$ cat config.mk
export PLATFORM = sky130hd
export DESIGN_NAME = packet_assembler
export DESIGN_NICKNAME = d
export VERILOG_FILES = /design/src/rtl/hdmi_pkg.sv /design/src/rtl/bch_ecc_step.sv /design/src/rtl/packet_assembler.sv
export SDC_FILE = /design/constraint.sdc
export NUM_CORES = 1
export LEC_CHECK = 0
export CAP_MARGIN = 20
export CORE_MARGIN = 2
export CORE_UTILIZATION = 49
export DETAILED_ROUTE_END_ITERATION = 7
export PLACE_DENSITY = 0.78
export SLEW_MARGIN = 10
export SYNTH_ARGS = -nofsm -noshare
export SYNTH_HDL_FRONTEND = slang
export SYNTH_HIERARCHICAL = 1
export SYNTH_SLANG_ARGS = --single-unit
export TNS_END_PERCENT = 5
$ cat constraint.sdc
create_clock -name clk_pixel -period 9.8 [get_ports clk_pixel]
set_input_delay 1.96 -clock clk_pixel [delete_from_list [all_inputs] [get_ports clk_pixel]]
set_output_delay 1.96 -clock clk_pixel [all_outputs]
set_load 0.1 [all_outputs]
$ cat src/rtl/hdmi_pkg.sv
// Shared HDMI data-island constants and the serial BCH step.
// Used by the packet assembler and its ECC generators.
package hdmi_pkg;

    localparam logic [7:0] BCH_POLY = 8'h83;
    localparam int PACKET_LEN = 32;
    localparam int HEADER_BITS = 24;
    localparam int SUB_BITS = 56;
    localparam int NUM_SUB = 4;

    // One LSB-first step of the BCH LFSR for G(x)=1+x^6+x^7+x^8.
    function automatic logic [7:0] bch_step(
        input logic [7:0] e,
        input logic d
    );
        logic fb;
        fb = d ^ e[0];
        return (e >> 1) ^ (fb ? BCH_POLY : 8'h00);
    endfunction

endpackage

$ cat src/rtl/bch_ecc_step.sv
// Serial BCH ECC register taking BITS data bits per cycle, LSB first.
// start seeds the step from zero so the first bit lands on a clean LFSR.
module bch_ecc_step
    import hdmi_pkg::*;
#(
    parameter int BITS = 1
) (
    input  logic            clk_pixel,
    input  logic            reset,
    input  logic            start,
    input  logic            advance,
    input  logic            abort,
    input  logic [BITS-1:0] d,
    output logic [7:0]      ecc
);

    logic [7:0] base;
    logic [7:0] next;

    always_comb begin
        base = start ? 8'h00 : ecc;
        next = base;
        for (int i = 0; i < BITS; i++) begin
            next = bch_step(next, d[i]);
        end
    end

    always_ff @(posedge clk_pixel or posedge reset) begin
        if (reset) begin
            ecc <= 8'h00;
        end else if (abort) begin
            ecc <= 8'h00;
        end else if (advance) begin
            ecc <= next;
        end
    end

endmodule

$ cat src/rtl/packet_assembler.sv
// Serialises a captured HDMI data-island packet into 32 TERC4-ready
// bit-groups, appending BCH ECC to the header and each subpacket.
module packet_assembler
    import hdmi_pkg::*;
(
    input  logic             clk_pixel,
    input  logic             reset,
    input  logic             data_island_period,
    input  logic [23:0]      header,
    input  logic [3:0][55:0] sub,
    output logic             packet_enable,
    output logic             packet_valid,
    output logic [8:0]       packet_data,
    output logic             packet_end
);

    localparam logic [4:0] HDR_END = 5'(HEADER_BITS);
    localparam logic [4:0] SUB_END = 5'(SUB_BITS / 2);
    localparam logic [4:0] LAST_IDX = 5'(PACKET_LEN - 1);

    logic [4:0]       idx;
    logic [23:0]      hdr_q;
    logic [3:0][55:0] sub_q;
    logic [23:0]      hdr_src;
    logic [3:0][55:0] sub_src;
    logic             hdr_adv;
    logic             sub_adv;
    logic             abort;
    logic             hdr_d;
    logic [3:0][1:0]  sub_d;
    logic [7:0]       hdr_ecc;
    logic [3:0][7:0]  sub_ecc;
    logic             ch0;
    logic [3:0]       ch1;
    logic [3:0]       ch2;

    assign packet_enable = data_island_period && (idx == 5'd0) && !reset;
    assign abort = !data_island_period;
    assign hdr_adv = data_island_period && (idx < HDR_END);
    assign sub_adv = data_island_period && (idx < SUB_END);

    // Index 0 serialises straight from the inputs being captured.
    assign hdr_src = packet_enable ? header : hdr_q;
    assign sub_src = packet_enable ? sub : sub_q;

    assign hdr_d = hdr_src[idx];

    always_comb begin
        for (int j = 0; j < NUM_SUB; j++) begin
            sub_d[j][0] = sub_src[j][{idx, 1'b0}];
            sub_d[j][1] = sub_src[j][{idx, 1'b1}];
        end
    end

    bch_ecc_step #(.BITS(1)) u_hdr_ecc (
        .clk_pixel (clk_pixel),
        .reset     (reset),
        .start     (packet_enable),
        .advance   (hdr_adv),
        .abort     (abort),
        .d         (hdr_d),
        .ecc       (hdr_ecc)
    );

    for (genvar j = 0; j < NUM_SUB; j++) begin : g_sub_ecc
        bch_ecc_step #(.BITS(2)) u_sub_ecc (
            .clk_pixel (clk_pixel),
            .reset     (reset),
            .start     (packet_enable),
            .advance   (sub_adv),
            .abort     (abort),
            .d         (sub_d[j]),
            .ecc       (sub_ecc[j])
        );
    end

    always_comb begin
        ch0 = (idx < HDR_END) ? hdr_d : hdr_ecc[idx[2:0]];
        for (int j = 0; j < NUM_SUB; j++) begin
            if (idx < SUB_END) begin
                ch1[j] = sub_d[j][0];
                ch2[j] = sub_d[j][1];
            end else begin
                ch1[j] = sub_ecc[j][{idx[1:0], 1'b0}];
                ch2[j] = sub_ecc[j][{idx[1:0], 1'b1}];
            end
        end
    end

    always_ff @(posedge clk_pixel or posedge reset) begin
        if (reset) begin
            idx <= 5'd0;
        end else if (data_island_period) begin
            idx <= idx + 5'd1;
        end else begin
            idx <= 5'd0;
        end
    end

    always_ff @(posedge clk_pixel or posedge reset) begin
        if (reset) begin
            hdr_q <= '0;
            sub_q <= '0;
        end else if (packet_enable) begin
            hdr_q <= header;
            sub_q <= sub;
        end
    end

    always_ff @(posedge clk_pixel or posedge reset) begin
        if (reset) begin
            packet_valid <= 1'b0;
            packet_data  <= 9'd0;
            packet_end   <= 1'b0;
        end else if (data_island_period) begin
            packet_valid <= 1'b1;
            packet_data  <= {ch2, ch1, ch0};
            packet_end   <= (idx == LAST_IDX);
        end else begin
            packet_valid <= 1'b0;
            packet_data  <= 9'd0;
            packet_end   <= 1'b0;
        end
    end

endmodule
# == Word-level counts from Yosys, hierarchy flattened ==
# Index checks and enable logic that the tools add are counted.
# op_classes
bitwise_logic,18
mux,75
add_sub_neg,1
eq_ne,3
reduce_logical,6
order_cmp,8
# ops
operator,n
$mux 224,1
$mux 8,24
$xor 7x8->8,9
$bmux 1 s5,9
$mux 1,29
$mux 24,1
$bmux 1 s2,8
$lt 6x7->1 const B,2
$lt 3x4->1 const B,3
$lt 5x5->1 const B,2
$mux 9,1
$xor 1x1->1,9
$lt 5x6->1 const B,1
$add 5x1->5 const B,1
$eq 5x5->1 const B,1
$logic_not 5->1,1
$mux 5,1
$logic_and 1x1->1,4
$ne 2x1->1 const B,2
$bmux 1 s3,1
$logic_not 1->1,1
# word_totals
reg_bits,304
input_bits,251

# == Depth between registers and ports, before layout ==
# logic_depth
depth_word,14
depth_mapped,19
mapped_depth_nobuf,13

# == Hierarchy ==
# The synthesis kept the hierarchy.
# modules_own_cells
mod,n_inst,cells_each,area_each_um2
packet_assembler,1,1310,13183.9
bch_ecc_step (g_sub_ecc[0].u_sub_ecc ...),4,43,456.7
bch_ecc_step (u_hdr_ecc),1,45,429.2

# == Worst setup path after synthesis ==
# OpenSTA, ideal clock, no wires.
# synth_timing
path_type,input -> output
start,in data_island_period
end,out packet_enable
required_time_ns,7.840
setup_slack_ns,2.974
cell_stages,9
arrival_ns,4.866
path_cell_list,buf_2 > and4bb_4 > nand2_2 > inv_4 > buf_6 > buf_6 > buf_2 > buf_2 > clkbuf_1
# synth_between
elab_chain_len,2
# synth_rtl
item,line_no,rtl
start: declaration,packet_assembler.sv:8,"input logic data_island_period,"
$logic_and 1x1->1 (2 in a row),packet_assembler.sv:37,assign packet_enable = data_island_period && (idx == 5'd0) && !reset;
end: declaration,packet_assembler.sv:11,"output logic packet_enable,"
# Every way passes these cells.

# == Worst setup path after layout ==
# layout_timing
start,in reset
end,out packet_enable
# layout_between
elab_chain_len,2
# layout_rtl
item,line_no,rtl
start: declaration,packet_assembler.sv:7,"input logic reset,"
$logic_not 1->1 (no source line),-,
$logic_and 1x1->1,packet_assembler.sv:37,
# Every way passes these cells.

==> out/results.ini <==
[detailed_routing]
viasPerCell = 5.88
via_count = 12700
drtPass1Iterations = 6
drt_iter0_markers = 1369
drc_errors = 0
wl_per_cell_microns = 20.9
routed_wl_microns = 45200
ant_nets = 0

[setup_path]
cp_common_cell = clkdlybuf4s50_1
crit_slowest_cell = clkdlybuf4s50_1
path_cells = clkdlybuf4s50_1, and4bb_4, nand2_8, clkinv_8, clkdlybuf4s50_1
path_max_fanout = 125
path_buf_inv = 3
critPathKind = input port to primary output
end_kind = primary output
cp.arrival_ns = 5.49
slowest_delay_ns = 1.24
cp.required_ns = 7.84
r2r-start = idx[0]$_DFF_PP0_
start_kind = input port
startpoint = reset
crit_family = buffers and inverters

[die]
start_util = 0.501
core.rowCount = 64
die_area_sq_um = 32900
die_h_microns = 182
core_sq_um = 30800
die_width_microns = 182
io_pins = 263

[global_route]
overflow = 0
antenna_found_initial = 2
grt_pass1_vias = 13000
grt_pass1_wl_microns = 71300
grt.total_usage = 0.276
grt_start_max_net_pins = 150

[logic_synthesis]
yosysWarnings = 6
netlist_area_sq_um = 15400
ys_seq_area_frac = 0.493
synth_edf_count = 0
synth_top_area_share = 0.493
ys_ff_latch = 304
synth-xor-area-share = 0.0194
synth_mux_area_frac = 0.156
synth_fa_ha_area_frac = 0.00243
yosysUniqueCellTypes = 68
yosys.area.top_type = dfrtp_1
synth_top_family_by_area = simple AND/OR/NAND/NOR gates
yosys-top-cells-area = dfrtp_1, nand2_1, mux4_2
synthArstFlopShare = 1.00
postSynthAreaPerCell_sq_um = 10.1
synth-simple-area-share = 0.207
synth_compound_gate_area_share = 0.0852
ys.flop_type = dfrtp_1
synthCells = 1527
synthesis.nets = 1781

[pwr]
total_power_uw = 4000
ir_drop_mv = 0.133
powerDensity_nw_per_um2 = 206
p_leak_uw = 0.00875

[finish]
synthToLayoutAreaGrowth_pct = 25.8
postLayoutCellArea_sq_um = 19400
layout_common_cells = nand2_1, dfrtp_1, clkdlybuf4s50_1
layout-drive-gt1-share = 0.134
layout_commonest_cell = nand2_1
fin_util = 0.630
fin_nets = 1998

[placement]
dpl_cell_area_sq_um = 18300
dp_hpwl_microns = 30800
port_buffers = 262
post-place-ws_ns = 2.36
place.gp.congestion = 0.866

[clock_tree]
cts_buffer_depth = 3
hold_buffers = 0
cts_tree = yes
cts.repair.resized = 0
cts_made_buffers = 35
cts.sinks = 304
cts_root_buffer = clkbuf_16
clkTransAtPathRegs_ns = 0.06
htree_levels = 2
post-cts-setup-buffers = 0
clk_latency_ns = 0.52

[min_path]
min_path_type = register to register
hp-start = sub_q[94]$_DFF_PP0_

[sta]
rsz0062_at_grt = false
tightestPinTransition_ns = 1.11
max_freq_mhz = 134
setup_viol = 0
tns_ns = 0
period_share = 0.760
hold_violations = 0
setup_slack_ns = 2.35
maxSlewViolCount = 0
finalClockSkew_ns = 0.0240
slew_headroom = 0.263
finalCriticalPeriod_ns = 7.45

[status]
status = finished clean

[run]
max-cap-violations = 0

cell type report:
cell class / instances / area, sq um
Sequential cell: 304 / 7610
Inverter: 12 / 67.6
Clock inverter: 14 / 139
Tap cell: 396 / 495
Timing Repair Buffer: 283 / 2830
Fill cell: 2387 / 11400
Multi-Input combinational cell: 1108 / 7280
Clock buffer: 48 / 996
Antenna cell: 1 / 2.50
Yosys cell counts, types with 11 or more instances:
master,count
nand2_1,535
mux2i_1,13
a21oi_1,36
xnor2_1,19
nor2_1,42
mux4_2,58
mux2_1,12
a22oi_1,22
nand3b_1,21
clkbuf_1,61
dfrtp_1,304
buf_2,13
o21ai_0,24
o22ai_1,11
nand3_1,35
mux2_2,75
o211ai_1,11
nand2b_1,34
per-stage QoR:
stage,hold WS [ns],cells
after floorplan,0.431,1527
after global placement,0.444,2101
after detailed placement,0.456,2102
after CTS,0.469,2164
after global routing,0.489,2166
final,0.470,2166
registers in the layout, indices dropped and copies added (netlist names):
signal,count
g_sub_ecc.u_sub_ecc/ecc,32
hdr_q,24
packet_data,9
idx,5
packet_end,1
u_hdr_ecc/ecc,8
packet_valid,1
sub_q,224
worst paths after layout:
check	endpoint	slack [ns]	cells past startpoint
max in group asynchronous	idx[0]$_DFF_PP0_	6.25	3
worst min register to register	sub_q[94]$_DFF_PP0_	0.47	2
worst max-delay path	packet_enable	2.35	5
worst max register to register	u_hdr_ecc/ecc[1]$_DFFE_PP0P_	3.43	14
min in group asynchronous	g_sub_ecc[3].u_sub_ecc/ecc[5]$_DFFE_PP0P_	2.06	2
worst min-delay path	sub_q[94]$_DFF_PP0_	0.47	2
worst register-to-register path, cell delays in order, from the launching register on:
cell      delay (ns)
dfrtp_2         0.38
buf_4           0.37
inv_4           0.60
ha_1            0.28
and4bb_4        0.49
nand2_8         0.37
clkinv_8        0.58
buf_12          0.69
mux4_2          0.72
a22o_1          0.26
a221oi_1        0.59
o21a_1          0.21
nor2b_1         0.12
or3_1           0.36
a311oi_1        0.26
layer usage:
layer | vias to the layer above | global-route usage | wire length, microns
met1 | 6259 | 0.364 | 17900
li1 | 5704 | - | -
met2 | 637 | 0.444 | 21400
met4 | 2 | 0.133 | 2330
met5 | - | 0 | 13
met3 | 134 | 0.0519 | 3550
where the power goes:
group	internal [uW]	total [uW]	switching (uW)
logic	495	1020	529
registers	1550	1690	140
clock network	768	1290	524
cell families (layout without fill, tap and decap cells):
family / Yosys count / in the layout
buffers and inverters: 115 / 357
flip-flops: 304 / 304
adder cells (fa/ha/maj): 3 / 3
multiplexers: 158 / 158
AO/OA/AOI/OAI: 185 / 185
AND/OR/NAND/NOR: 734 / 734
XOR/XNOR: 28 / 28
other: 0 / 1
Note: power is estimated with default switching activity, not from simulation.
==> edit: new RTL, same settings <==
Make the reset (`reset`) synchronous in 4 clocked blocks.
--- a/src/rtl/bch_ecc_step.sv
+++ b/src/rtl/bch_ecc_step.sv
@@ -25,7 +25,7 @@
         end
     end
 
-    always_ff @(posedge clk_pixel or posedge reset) begin
+    always_ff @(posedge clk_pixel) begin
         if (reset) begin
             ecc <= 8'h00;
         end else if (abort) begin
--- a/src/rtl/packet_assembler.sv
+++ b/src/rtl/packet_assembler.sv
@@ -87,7 +87,7 @@
         end
     end
 
-    always_ff @(posedge clk_pixel or posedge reset) begin
+    always_ff @(posedge clk_pixel) begin
         if (reset) begin
             idx <= 5'd0;
         end else if (data_island_period) begin
@@ -97,7 +97,7 @@
         end
     end
 
-    always_ff @(posedge clk_pixel or posedge reset) begin
+    always_ff @(posedge clk_pixel) begin
         if (reset) begin
             hdr_q <= '0;
             sub_q <= '0;
@@ -107,7 +107,7 @@
         end
     end
 
-    always_ff @(posedge clk_pixel or posedge reset) begin
+    always_ff @(posedge clk_pixel) begin
         if (reset) begin
             packet_valid <= 1'b0;
             packet_data  <= 9'd0;
Check against the original RTL: differs if reset is asserted again (counterexample within 4 cycles, from zero or initial values and one cycle with reset high); with reset held inactive, the same outputs for 10 cycles.
==> edit against the unedited design <==
Sequential cell count unchanged. Clock skew down 0.0075 ns. Routed wire length up 1.3%. Design area down 8.0%. Maximum frequency down 4.4%. Via count up 5.6%. Setup slack worse by 0.35 ns. Synthesized area down 7.5%. Largest cell class is now multi-input combinational cells.
Power is not compared: it rests on default switching activity, and its combinational part moved more than twofold at a synthesized area within 25%.
==> edit: results (changes against the unedited design) <==
.. list-table::
   :header-rows: 1

   * - Metric
     - Value
   * - Total Routing Usage GR
     - 28.79% (was 27.64%)
   * - H-Tree Level Count
     - 1 (was 2)
   * - Initial DRC count
     - 1,657 (was 1,369)
   * - Mean instance size in the synthesized netlist
     - 8.325 sq um (was 10.11 sq um)
   * - WL per Instance
     - 19.94 um (was 20.88 um)
   * - Cell types with the largest area share after synthesis
     - sky130_fd_sc_hd__dfxtp_1 43%, sky130_fd_sc_hd__nand2_1 11%, sky130_fd_sc_hd__a21oi_1 8.5% (was sky130_fd_sc_hd__dfrtp_1 49%, sky130_fd_sc_hd__nand2_1 13%, sky130_fd_sc_hd__mux4_2 8.5%)
   * - Via density per instance
     - 5.849 (was 5.880)
   * - Top cell type's share of synthesized area
     - 42.60% (was 49.27%)
   * - Result of the run
     - finished, final reports clean (unchanged)
   * - Ratio of cells with drive above 1 in the final layout
     - 7.467% (was 13.40%)
   * - First-pass DRT Iterations
     - 5 (was 6)
   * - Clock insertion delay at the later pin of the skew report
     - 0.57 ns (was 0.52 ns)
   * - Cell variety after synth
     - 76 (was 68)
   * - Wire length of the first global-routing pass
     - 69,590 um (was 71,350 um)
   * - Initial antenna violation count
     - 0 (was 2)
   * - Number of nets in the layout
     - 2,149 (was 1,998)
   * - Largest fanout of any net on the critical path
     - 116 (was 125)
   * - Place WS
     - 2.027 ns (was 2.363 ns)
   * - Most instantiated cells after synthesis
     - 406 x sky130_fd_sc_hd__nand2_1, 304 x sky130_fd_sc_hd__dfxtp_1, 243 x sky130_fd_sc_hd__a21oi_1 (was 535 x sky130_fd_sc_hd__nand2_1, 304 x sky130_fd_sc_hd__dfrtp_1, 75 x sky130_fd_sc_hd__mux2_2)
   * - Tightest slew margin relative to the limit
     - 14.21% (was 26.25%)
   * - Maximum number of pins on one net before global-route repair
     - 117 (was 150)
   * - Clk_skew
     - 0.01654 ns (was 0.02404 ns)
   * - Flip-flop and latch area
     - 0.006093 sq mm (was 0.007609 sq mm)
   * - Vias in the first global route
     - 12,840 (was 13,030)
   * - Most frequently used flop master after synthesis
     - sky130_fd_sc_hd__dfxtp_1 (was sky130_fd_sc_hd__dfrtp_1)
   * - Post-DP Area
     - 0.01691 sq mm (was 0.01826 sq mm)
   * - Wire length reported by the detailed router
     - 45,830 um (was 45,230 um)
   * - Number of port buffers
     - 262 (unchanged)
   * - Sequential area share after synthesis
     - 42.60% (was 49.27%)
   * - Weighted congestion at the end of routability-driven global placement
     - 0.8899 (was 0.8664)
   * - Inserted Clock Buffers
     - 31 (was 35)
   * - Share of synthesized flip-flops with an asynchronous set or reset
     - 0% (was 100.0%)
   * - Endpoint arrival time on the critical path
     - 5.83 ns (was 5.49 ns)
   * - Estimated wirelength of the detail-placed design
     - 30,130 um (was 30,820 um)
   * - Net Count, Synth
     - 1,970 (was 1,781)
   * - Antenna diode count
     - 0 (was 1)
==> edit: cell count changes in the layout (fill, tap and decap cells not counted), sizes merged, moves of 26 or more <==
cell | before | now
a21oi | 36 | 243
a31oi | 8 | 34
dfrtp | 304 | 0
dfxtp | 0 | 304
mux2 | 87 | 18
mux2i | 13 | 58
mux4 | 58 | 27
nand2 | 536 | 409
nor2 | 46 | 101
o21ai | 24 | 61
==> edit: final cells by class <==
type | instances | area share [%]
multi-input combinational | 1262 | 41.96
sequential | 304 | 34.09
timing repair buffer | 286 | 15.77
clock buffer | 50 | 5.131
tap | 384 | 2.688
inverter | 10 | 0.2520
clock inverter | 3 | 0.1050
==> edit: kinds of logic (layout without fill, tap and decap cells) <==
group,Yosys count,after routing,synth area share (%)
buffers and inverters,150,349,5.211
and+or+nand+nor,685,685,21.62
xor gates and xnor gates,33,33,2.408
adders and majority gates,3,3,0.2628
muxes,103,103,9.792
DFF,304,304,42.60
AOI/OAI and AO/OA,438,438,18.10
==> edit: path summary, 6_finish.rpt <==
kind / endpoint / from / slack (ns) / cells past startpoint
hold / removal: sub_q[205] / sub_q[205] / 0.45 / 2
setup reg to reg: g_sub_ecc[3].u_sub_ecc/ecc[1] / idx[0] / 3.87 / 15
hold reg to reg: sub_q[205] / sub_q[205] / 0.45 / 2
setup / recovery: packet_enable / data_island_period / 2.01 / 6
==> edit: routing by layer <==
layer / up-vias / track usage (%) / wire length (um)
li1: 6326 / - / -
met1: 6314 / 38.04 / 18340
met2: 694 / 46.28 / 21050
met3: 114 / 5.722 / 4636
met4: 0 / 11.67 / 1805
met5: - / 0 / 0
==> edit: critical path: stages <==
cell and delay [ns]:
sky130_fd_sc_hd__clkdlybuf4s50_1 0.57, sky130_fd_sc_hd__nor4bb_4 0.22, sky130_fd_sc_hd__buf_4 0.47, sky130_fd_sc_hd__nand2_8 0.56, sky130_fd_sc_hd__inv_8 0.74, sky130_fd_sc_hd__clkdlybuf4s50_1 1.26
==> edit: power groups by stage <==
| stage | Sequential (mW) | Combinational [mW] | Clock [mW] |
|---|---|---|---|
| after detailed placement | 1.34 | 0.416 | 0 |
| after CTS | 1.32 | 0.418 | 1.12 |
| after global placement | 1.34 | 0.409 | 0 |
| final | 1.32 | 0.424 | 1.11 |
| after floorplan | 1.35 | 0.239 | 0 |
| after global routing | 1.32 | 0.454 | 1.17 |
